### config.mk
export PLATFORM = sky130hd
export DESIGN_NAME = fan_cmd_arbiter
export DESIGN_NICKNAME = d
export VERILOG_FILES = /design/src/rtl/fan_cmd_pkg.sv /design/src/rtl/fan_cmd_arbiter_debounce.sv /design/src/rtl/fan_cmd_arbiter.sv
export SDC_FILE = /design/constraint.sdc
export NUM_CORES = 1
export LEC_CHECK = 0
export ABC_AREA = 1
export CORE_UTILIZATION = 54
export DETAILED_ROUTE_END_ITERATION = 8
export DONT_BUFFER_PORTS = 1
export PLACE_DENSITY = 0.68
export SLEW_MARGIN = 10
export SYNTH_ARGS = -nofsm -noshare
export SYNTH_HDL_FRONTEND = slang
export SYNTH_SLANG_ARGS = --single-unit
### constraint.sdc
create_clock -name ref_12mhz -period 3.2 [get_ports ref_12mhz]
set_clock_uncertainty 0.15 [all_clocks]
set_input_delay 0.16 -clock ref_12mhz [delete_from_list [all_inputs] [get_ports ref_12mhz]]
set_output_delay 0.16 -clock ref_12mhz [all_outputs]
set_load 0.01 [all_outputs]
### src/rtl/fan_cmd_pkg.sv
// Shared command codes, ASCII keys and types for the fan command arbiter.
package fan_cmd_pkg;

    typedef logic [2:0] cmd_t;

    localparam cmd_t CMD_SPEED0 = 3'd0;
    localparam cmd_t CMD_SPEED1 = 3'd1;
    localparam cmd_t CMD_SPEED2 = 3'd2;
    localparam cmd_t CMD_SPEED3 = 3'd3;
    localparam cmd_t CMD_LIGHT  = 3'd4;
    localparam cmd_t CMD_IDLE   = 3'd7;

    localparam logic [7:0] ASCII_0 = 8'h30;
    localparam logic [7:0] ASCII_1 = 8'h31;
    localparam logic [7:0] ASCII_2 = 8'h32;
    localparam logic [7:0] ASCII_3 = 8'h33;
    localparam logic [7:0] ASCII_L = 8'h6C;

    typedef struct packed {
        logic valid;
        cmd_t code;
    } cmd_evt_t;

    typedef enum logic {
        ST_IDLE,
        ST_GUARD
    } issue_state_e;

    function automatic cmd_evt_t decode_uart(input logic [7:0] rx);
        cmd_evt_t e;
        e.valid = 1'b1;
        e.code  = CMD_IDLE;
        unique case (rx)
            ASCII_0: e.code = CMD_SPEED0;
            ASCII_1: e.code = CMD_SPEED1;
            ASCII_2: e.code = CMD_SPEED2;
            ASCII_3: e.code = CMD_SPEED3;
            ASCII_L: e.code = CMD_LIGHT;
            default: e.valid = 1'b0;
        endcase
        return e;
    endfunction

endpackage

### src/rtl/fan_cmd_arbiter_debounce.sv
// One front-panel button: 2-flop synchroniser, stability counter and a
// registered single-cycle pulse on each released-to-pressed transition.
module button_debounce
    import fan_cmd_pkg::*;
#(
    parameter int DebounceCycles = 120000,
    parameter int CounterWidth   = 17
) (
    input  logic clk_i,
    input  logic rst_i,
    input  logic b_n_i,
    output logic press_o
);

    localparam logic [CounterWidth-1:0] CntMax =
        CounterWidth'(DebounceCycles - 1);

    logic                    sync1_q;
    logic                    sync2_q;
    logic                    db_q;
    logic                    db_d;
    logic                    press_q;
    logic                    press_d;
    logic [CounterWidth-1:0] cnt_q;
    logic [CounterWidth-1:0] cnt_d;

    always_comb begin
        cnt_d   = '0;
        db_d    = db_q;
        press_d = 1'b0;
        if (sync2_q != db_q) begin
            if (cnt_q == CntMax) begin
                db_d    = sync2_q;
                // Active-low input: a flip to 0 is a press.
                press_d = ~sync2_q;
            end else begin
                cnt_d = cnt_q + CounterWidth'(1);
            end
        end
    end

    always_ff @(posedge clk_i or posedge rst_i) begin
        if (rst_i) begin
            sync1_q <= 1'b1;
            sync2_q <= 1'b1;
            db_q    <= 1'b1;
            cnt_q   <= '0;
            press_q <= 1'b0;
        end else begin
            sync1_q <= b_n_i;
            sync2_q <= sync1_q;
            db_q    <= db_d;
            cnt_q   <= cnt_d;
            press_q <= press_d;
        end
    end

    assign press_o = press_q;

endmodule

### src/rtl/fan_cmd_arbiter.sv
// Arbitrates UART command bytes and debounced button presses into a
// single start_burst/cmd stream, with a one-deep latest-wins pending slot.
module fan_cmd_arbiter
    import fan_cmd_pkg::*;
#(
    parameter int DebounceCycles = 120000,
    parameter int CounterWidth   = 17
) (
    input  logic       ref_12mhz,
    input  logic       reset,
    input  logic       rxd_data_ready,
    input  logic [7:0] rxd_data,
    input  logic [3:0] b_n,
    input  logic       burst_busy,
    output logic [2:0] cmd,
    output logic       start_burst,
    output logic       pending,
    output logic       overrun
);

    logic [3:0] press;

    for (genvar i = 0; i < 4; i++) begin : g_btn
        button_debounce #(
            .DebounceCycles (DebounceCycles),
            .CounterWidth   (CounterWidth)
        ) u_db (
            .clk_i   (ref_12mhz),
            .rst_i   (reset),
            .b_n_i   (b_n[i]),
            .press_o (press[i])
        );
    end

    cmd_evt_t uart_evt;
    logic     evt_valid;
    cmd_t     evt_code;

    assign uart_evt = decode_uart(rxd_data);

    always_comb begin
        evt_valid = 1'b1;
        evt_code  = CMD_IDLE;
        if (rxd_data_ready && uart_evt.valid) begin
            evt_code = uart_evt.code;
        end else if (press[0]) begin
            evt_code = CMD_SPEED0;
        end else if (press[1]) begin
            evt_code = CMD_SPEED1;
        end else if (press[2]) begin
            evt_code = CMD_SPEED2;
        end else if (press[3]) begin
            evt_code = CMD_SPEED3;
        end else begin
            evt_valid = 1'b0;
        end
    end

    issue_state_e state_q;
    issue_state_e state_d;
    logic [1:0]   guard_q;
    logic [1:0]   guard_d;
    logic         armed_q;
    logic         armed_d;
    logic         pend_q;
    logic         pend_d;
    cmd_t         pend_cmd_q;
    cmd_t         pend_cmd_d;
    cmd_t         cmd_q;
    cmd_t         cmd_d;
    logic         start_q;
    logic         start_d;
    logic         ovr_q;
    logic         ovr_d;
    logic         issue;

    always_comb begin
        state_d    = state_q;
        guard_d    = guard_q;
        armed_d    = armed_q;
        pend_d     = pend_q;
        pend_cmd_d = pend_cmd_q;
        cmd_d      = cmd_q;
        start_d    = 1'b0;
        ovr_d      = 1'b0;
        issue      = 1'b0;

        unique case (state_q)
            ST_IDLE: begin
                if (pend_q && !burst_busy) begin
                    issue   = 1'b1;
                    start_d = 1'b1;
                    cmd_d   = pend_cmd_q;
                    state_d = ST_GUARD;
                    guard_d = 2'd0;
                    armed_d = 1'b0;
                end
            end
            ST_GUARD: begin
                // Hold off until busy has been seen, or the scheduler
                // never raised it within four cycles.
                guard_d = guard_q + 2'd1;
                armed_d = armed_q | burst_busy;
                if (armed_q || guard_q == 2'd3) begin
                    state_d = ST_IDLE;
                end
            end
            default: state_d = ST_IDLE;
        endcase

        if (issue) begin
            pend_d = 1'b0;
        end
        if (evt_valid) begin
            pend_d     = 1'b1;
            pend_cmd_d = evt_code;
            ovr_d      = pend_q && !issue;
        end
    end

    always_ff @(posedge ref_12mhz or posedge reset) begin
        if (reset) begin
            state_q    <= ST_IDLE;
            guard_q    <= 2'd0;
            armed_q    <= 1'b0;
            pend_q     <= 1'b0;
            pend_cmd_q <= CMD_IDLE;
            cmd_q      <= CMD_IDLE;
            start_q    <= 1'b0;
            ovr_q      <= 1'b0;
        end else begin
            state_q    <= state_d;
            guard_q    <= guard_d;
            armed_q    <= armed_d;
            pend_q     <= pend_d;
            pend_cmd_q <= pend_cmd_d;
            cmd_q      <= cmd_d;
            start_q    <= start_d;
            ovr_q      <= ovr_d;
        end
    end

    assign cmd         = cmd_q;
    assign start_burst = start_q;
    assign pending     = pend_q;
    assign overrun     = ovr_q;

endmodule

==> impl_metrics.env <==
export IMPL_gp_congestion=0.895
export IMPL_groute_usage_overall_pct=23.5
export IMPL_fp_dieW_um=100
export IMPL_fp_dieH_um=100
export IMPL_min_period_over_period_pct=87.4
export IMPL_clkTransAtPathRegs_ps=90
export IMPL_wl_per_cell_um=12.5
export IMPL_final_nets=726
export IMPL_initial_utilization_pct=56.1
export IMPL_grt_pass1_wl_um=18600
export IMPL_cp_common_cell="dlygate4sd3_1"
export IMPL_crit_slowest_cell="dlygate4sd3_1"
export IMPL_hold_viol=0
export IMPL_clkSinkCount=97
export IMPL_status="completed"
export IMPL_power_density_mw_per_mm2=412
export IMPL_drc_errors=0
export IMPL_path_cells="dlygate4sd3_1 > nand2_1 > dlygate4sd3_1 > nor2_1 > dlygate4sd3_1 > nand3b_1 > nand3_1 > nand2_1 > nand2_1 > dlygate4sd3_1 > inv_1"
export IMPL_cts_tree="done"
export IMPL_p_leak_nw=2.48
export IMPL_rows=35
export IMPL_cpPeakStageDelay_ps=580
export IMPL_first_global_vias=4134
export IMPL_cap_violations=0
export IMPL_grt_max_degree=59
export IMPL_clock_root_buffer="clkbuf_8"
export IMPL_hold_path_class="input port to flop"
export IMPL_period_needed_ps=2800
export IMPL_syn_nets=699
export IMPL_core_mm2=0.00933
export IMPL_critPathMaxFanout=3
export IMPL_htree_levels=3
export IMPL_hpwl_um=7660
export IMPL_finalSetupTns_ps=0
export IMPL_grt_overflow_total=0
export IMPL_final_setup_viol_count=0
export IMPL_drtIter0Drc=161
export IMPL_final_max_slew_viol_count=0
export IMPL_synth_edff_count=0
export IMPL_synth_avg_cell_area_um2=7.72
export IMPL_synth_cells=678
export IMPL_syn_area_mm2=0.00523
export IMPL_clockBufferDepth=2
export IMPL_clkLatencyLatePin_ps=370
export IMPL_first_pass_iters=5
export IMPL_yosysWarnings=0
export IMPL_fmax_mhz=358
export IMPL_rsz0062_at_grt="false"
export IMPL_cp_end_kind="flop"
export IMPL_totalWireLength_um=10500
export IMPL_asyncSetResetFlopFracSynth_pct=100
export IMPL_critPathArrivalTime_ps=2960
export IMPL_critPathKind="input port to flop"
export IMPL_final_util_pct=61.7
export IMPL_drtAntennaViolNets=0
export IMPL_post_cts_buffers=0
export IMPL_yosysSeqAreaShare_pct=46.8
export IMPL_numCtsBuffers=9
export IMPL_maxSlewHeadroom_pct=42.8
export IMPL_final_common_cell="nor2_1"
export IMPL_ff_latch_area_mm2=0.00245
export IMPL_drive_above_1_share_pct=11.1
export IMPL_cp_data_required_time_ps=3360
export IMPL_n_fill_cell=838
export IMPL_dieArea_mm2=0.0101
export IMPL_yosysUniqueCellTypes=39
export IMPL_io_pins=22
export IMPL_r2r_setup_slack_ps=1310
export IMPL_antenna_found_initial=0
export IMPL_cp_top_family="buffers and inverters"
export IMPL_syn2layout_area_growth_pct=10.0
export IMPL_most_common_layout_cells="nor2_1, nand2_1, inv_1"
export IMPL_ir_worst_vdd_v=0.000388
export IMPL_viasPerCell=5.09
export IMPL_via_count=4267
export IMPL_multi_input_area_mm2=0.00241
export IMPL_synth_main_ff_cell="dfrtp_1"
export IMPL_io_buffer_count=0
export IMPL_worst_slew_pin_slew_ps=851
export IMPL_antennaDiodeCount=0
export IMPL_synth_seq_cells=97
export IMPL_critPathBufInv=5
export IMPL_worst_setup_path_start_kind="input port"
==> metal layers <==
layer  share of wire (%)  GRT usage, %
met4                 1.8          8.92
met5                   0             0
met1                  47          30.2
met2                  47          38.7
met3                 4.5          5.36
==> state kept, by name, indices dropped and copies added (netlist names), 2 cells and up <==
signal / count
g_btn.u_db.sync1_q: 4
pend_cmd_q: 3
guard_q: 2
g_btn.u_db.press_o: 4
g_btn.u_db.sync2_q: 4
g_btn.u_db.cnt_q: 68
cmd: 3
g_btn.u_db.db_q: 4
==> where the power goes <==
group / switching (mW) / internal (mW) / total, mW
logic: 0.118 / 0.0770 / 0.195
registers: 0.0614 / 1.32 / 1.38
clock network: 0.435 / 0.364 / 0.799
==> worst paths after layout <==
check                                       from                     to  cells past startpoint
setup / recovery                     rxd_data[5]          pend_cmd_q[1]                     11
hold / removal                       rxd_data[3]                overrun                      5
setup reg to reg           g_btn[1].u_db.press_o          pend_cmd_q[1]                      5
hold reg to reg            g_btn[2].u_db.sync1_q  g_btn[2].u_db.sync2_q                      0
max in group asynchronous                  reset     g_btn[2].u_db.db_q                      3
min in group asynchronous                  reset                armed_q                      2
==> timing repair <==
action / CTS / global route
endpoints found under the setup margin: 0 / 0
hold buffers: 17 / 0
endpoints found under the hold margin: 61 / 0
resized for setup: 0 / 0
==> worst register-to-register path: cells and delay by family, from the launching register on <==
family	cells	cell delay, ps
and+or+nand+nor	3	680
DFF	1	400
buffers and inverters	2	600
==> Yosys cell counts, types with 3 or more instances <==
cell type    n  area, µm²
inv_1       87        327
dfrtp_1     79       1980
dfstp_2     18        473
inv_2        6       22.5
nand2_1    136        510
nor2_4       4       45.0
a21oi_1     10       50.1
ha_1         5       62.6
nand3_1     64        320
and2_1       5       31.3
o21ai_0     13       65.1
nor2_2      12       75.1
nor2_1     141        529
o21ai_1      4       20.0
nor3_1      14       70.1
a211oi_1     3       22.5
nand2_2      8       50.1
nand4_1     22        138
xor2_1      19        166
xnor2_1      5       43.8
==> stage by stage <==
step | total power [mW] | hold WS, ps | worst slack (ps) | cell area [µm²] | cells
final | 2.37 | 51.3 | 404 | 5760 | 839
after global routing | 2.50 | 76.5 | 303 | 5760 | 839
after CTS | 2.41 | 29.2 | 521 | 5760 | 839
after detailed placement | 1.58 | 14.5 | 1560 | 5390 | 806
after global placement | 1.57 | 14.5 | 1630 | 5390 | 806
after floorplan | 1.52 | 14.5 | 386 | 5230 | 678
==> area by class of cell <==
class / instances / share of cell area (%)
flip-flops and latches: 97 / 42.6
clock inverters: 6 / 1.17
multi-input cells: 485 / 41.9
well taps: 129 / 2.80
repair buffers: 19 / 3.22
inverters: 93 / 6.11
clock buffers: 10 / 2.22
==> logic make-up (layout without fill, tap and decap cells) <==
kind of cell / Yosys count / in the layout / synth area share (%)
AND/OR/NAND/NOR: 420 / 420 / 36.6
flip-flops: 97 / 97 / 46.8
buffers and inverters: 96 / 128 / 7.08
AO/OA/AOI/OAI: 34 / 34 / 3.63
XOR/XNOR: 26 / 26 / 4.64
adder cells (fa/ha/maj): 5 / 5 / 1.20
Power figures use the tool's default switching activity.
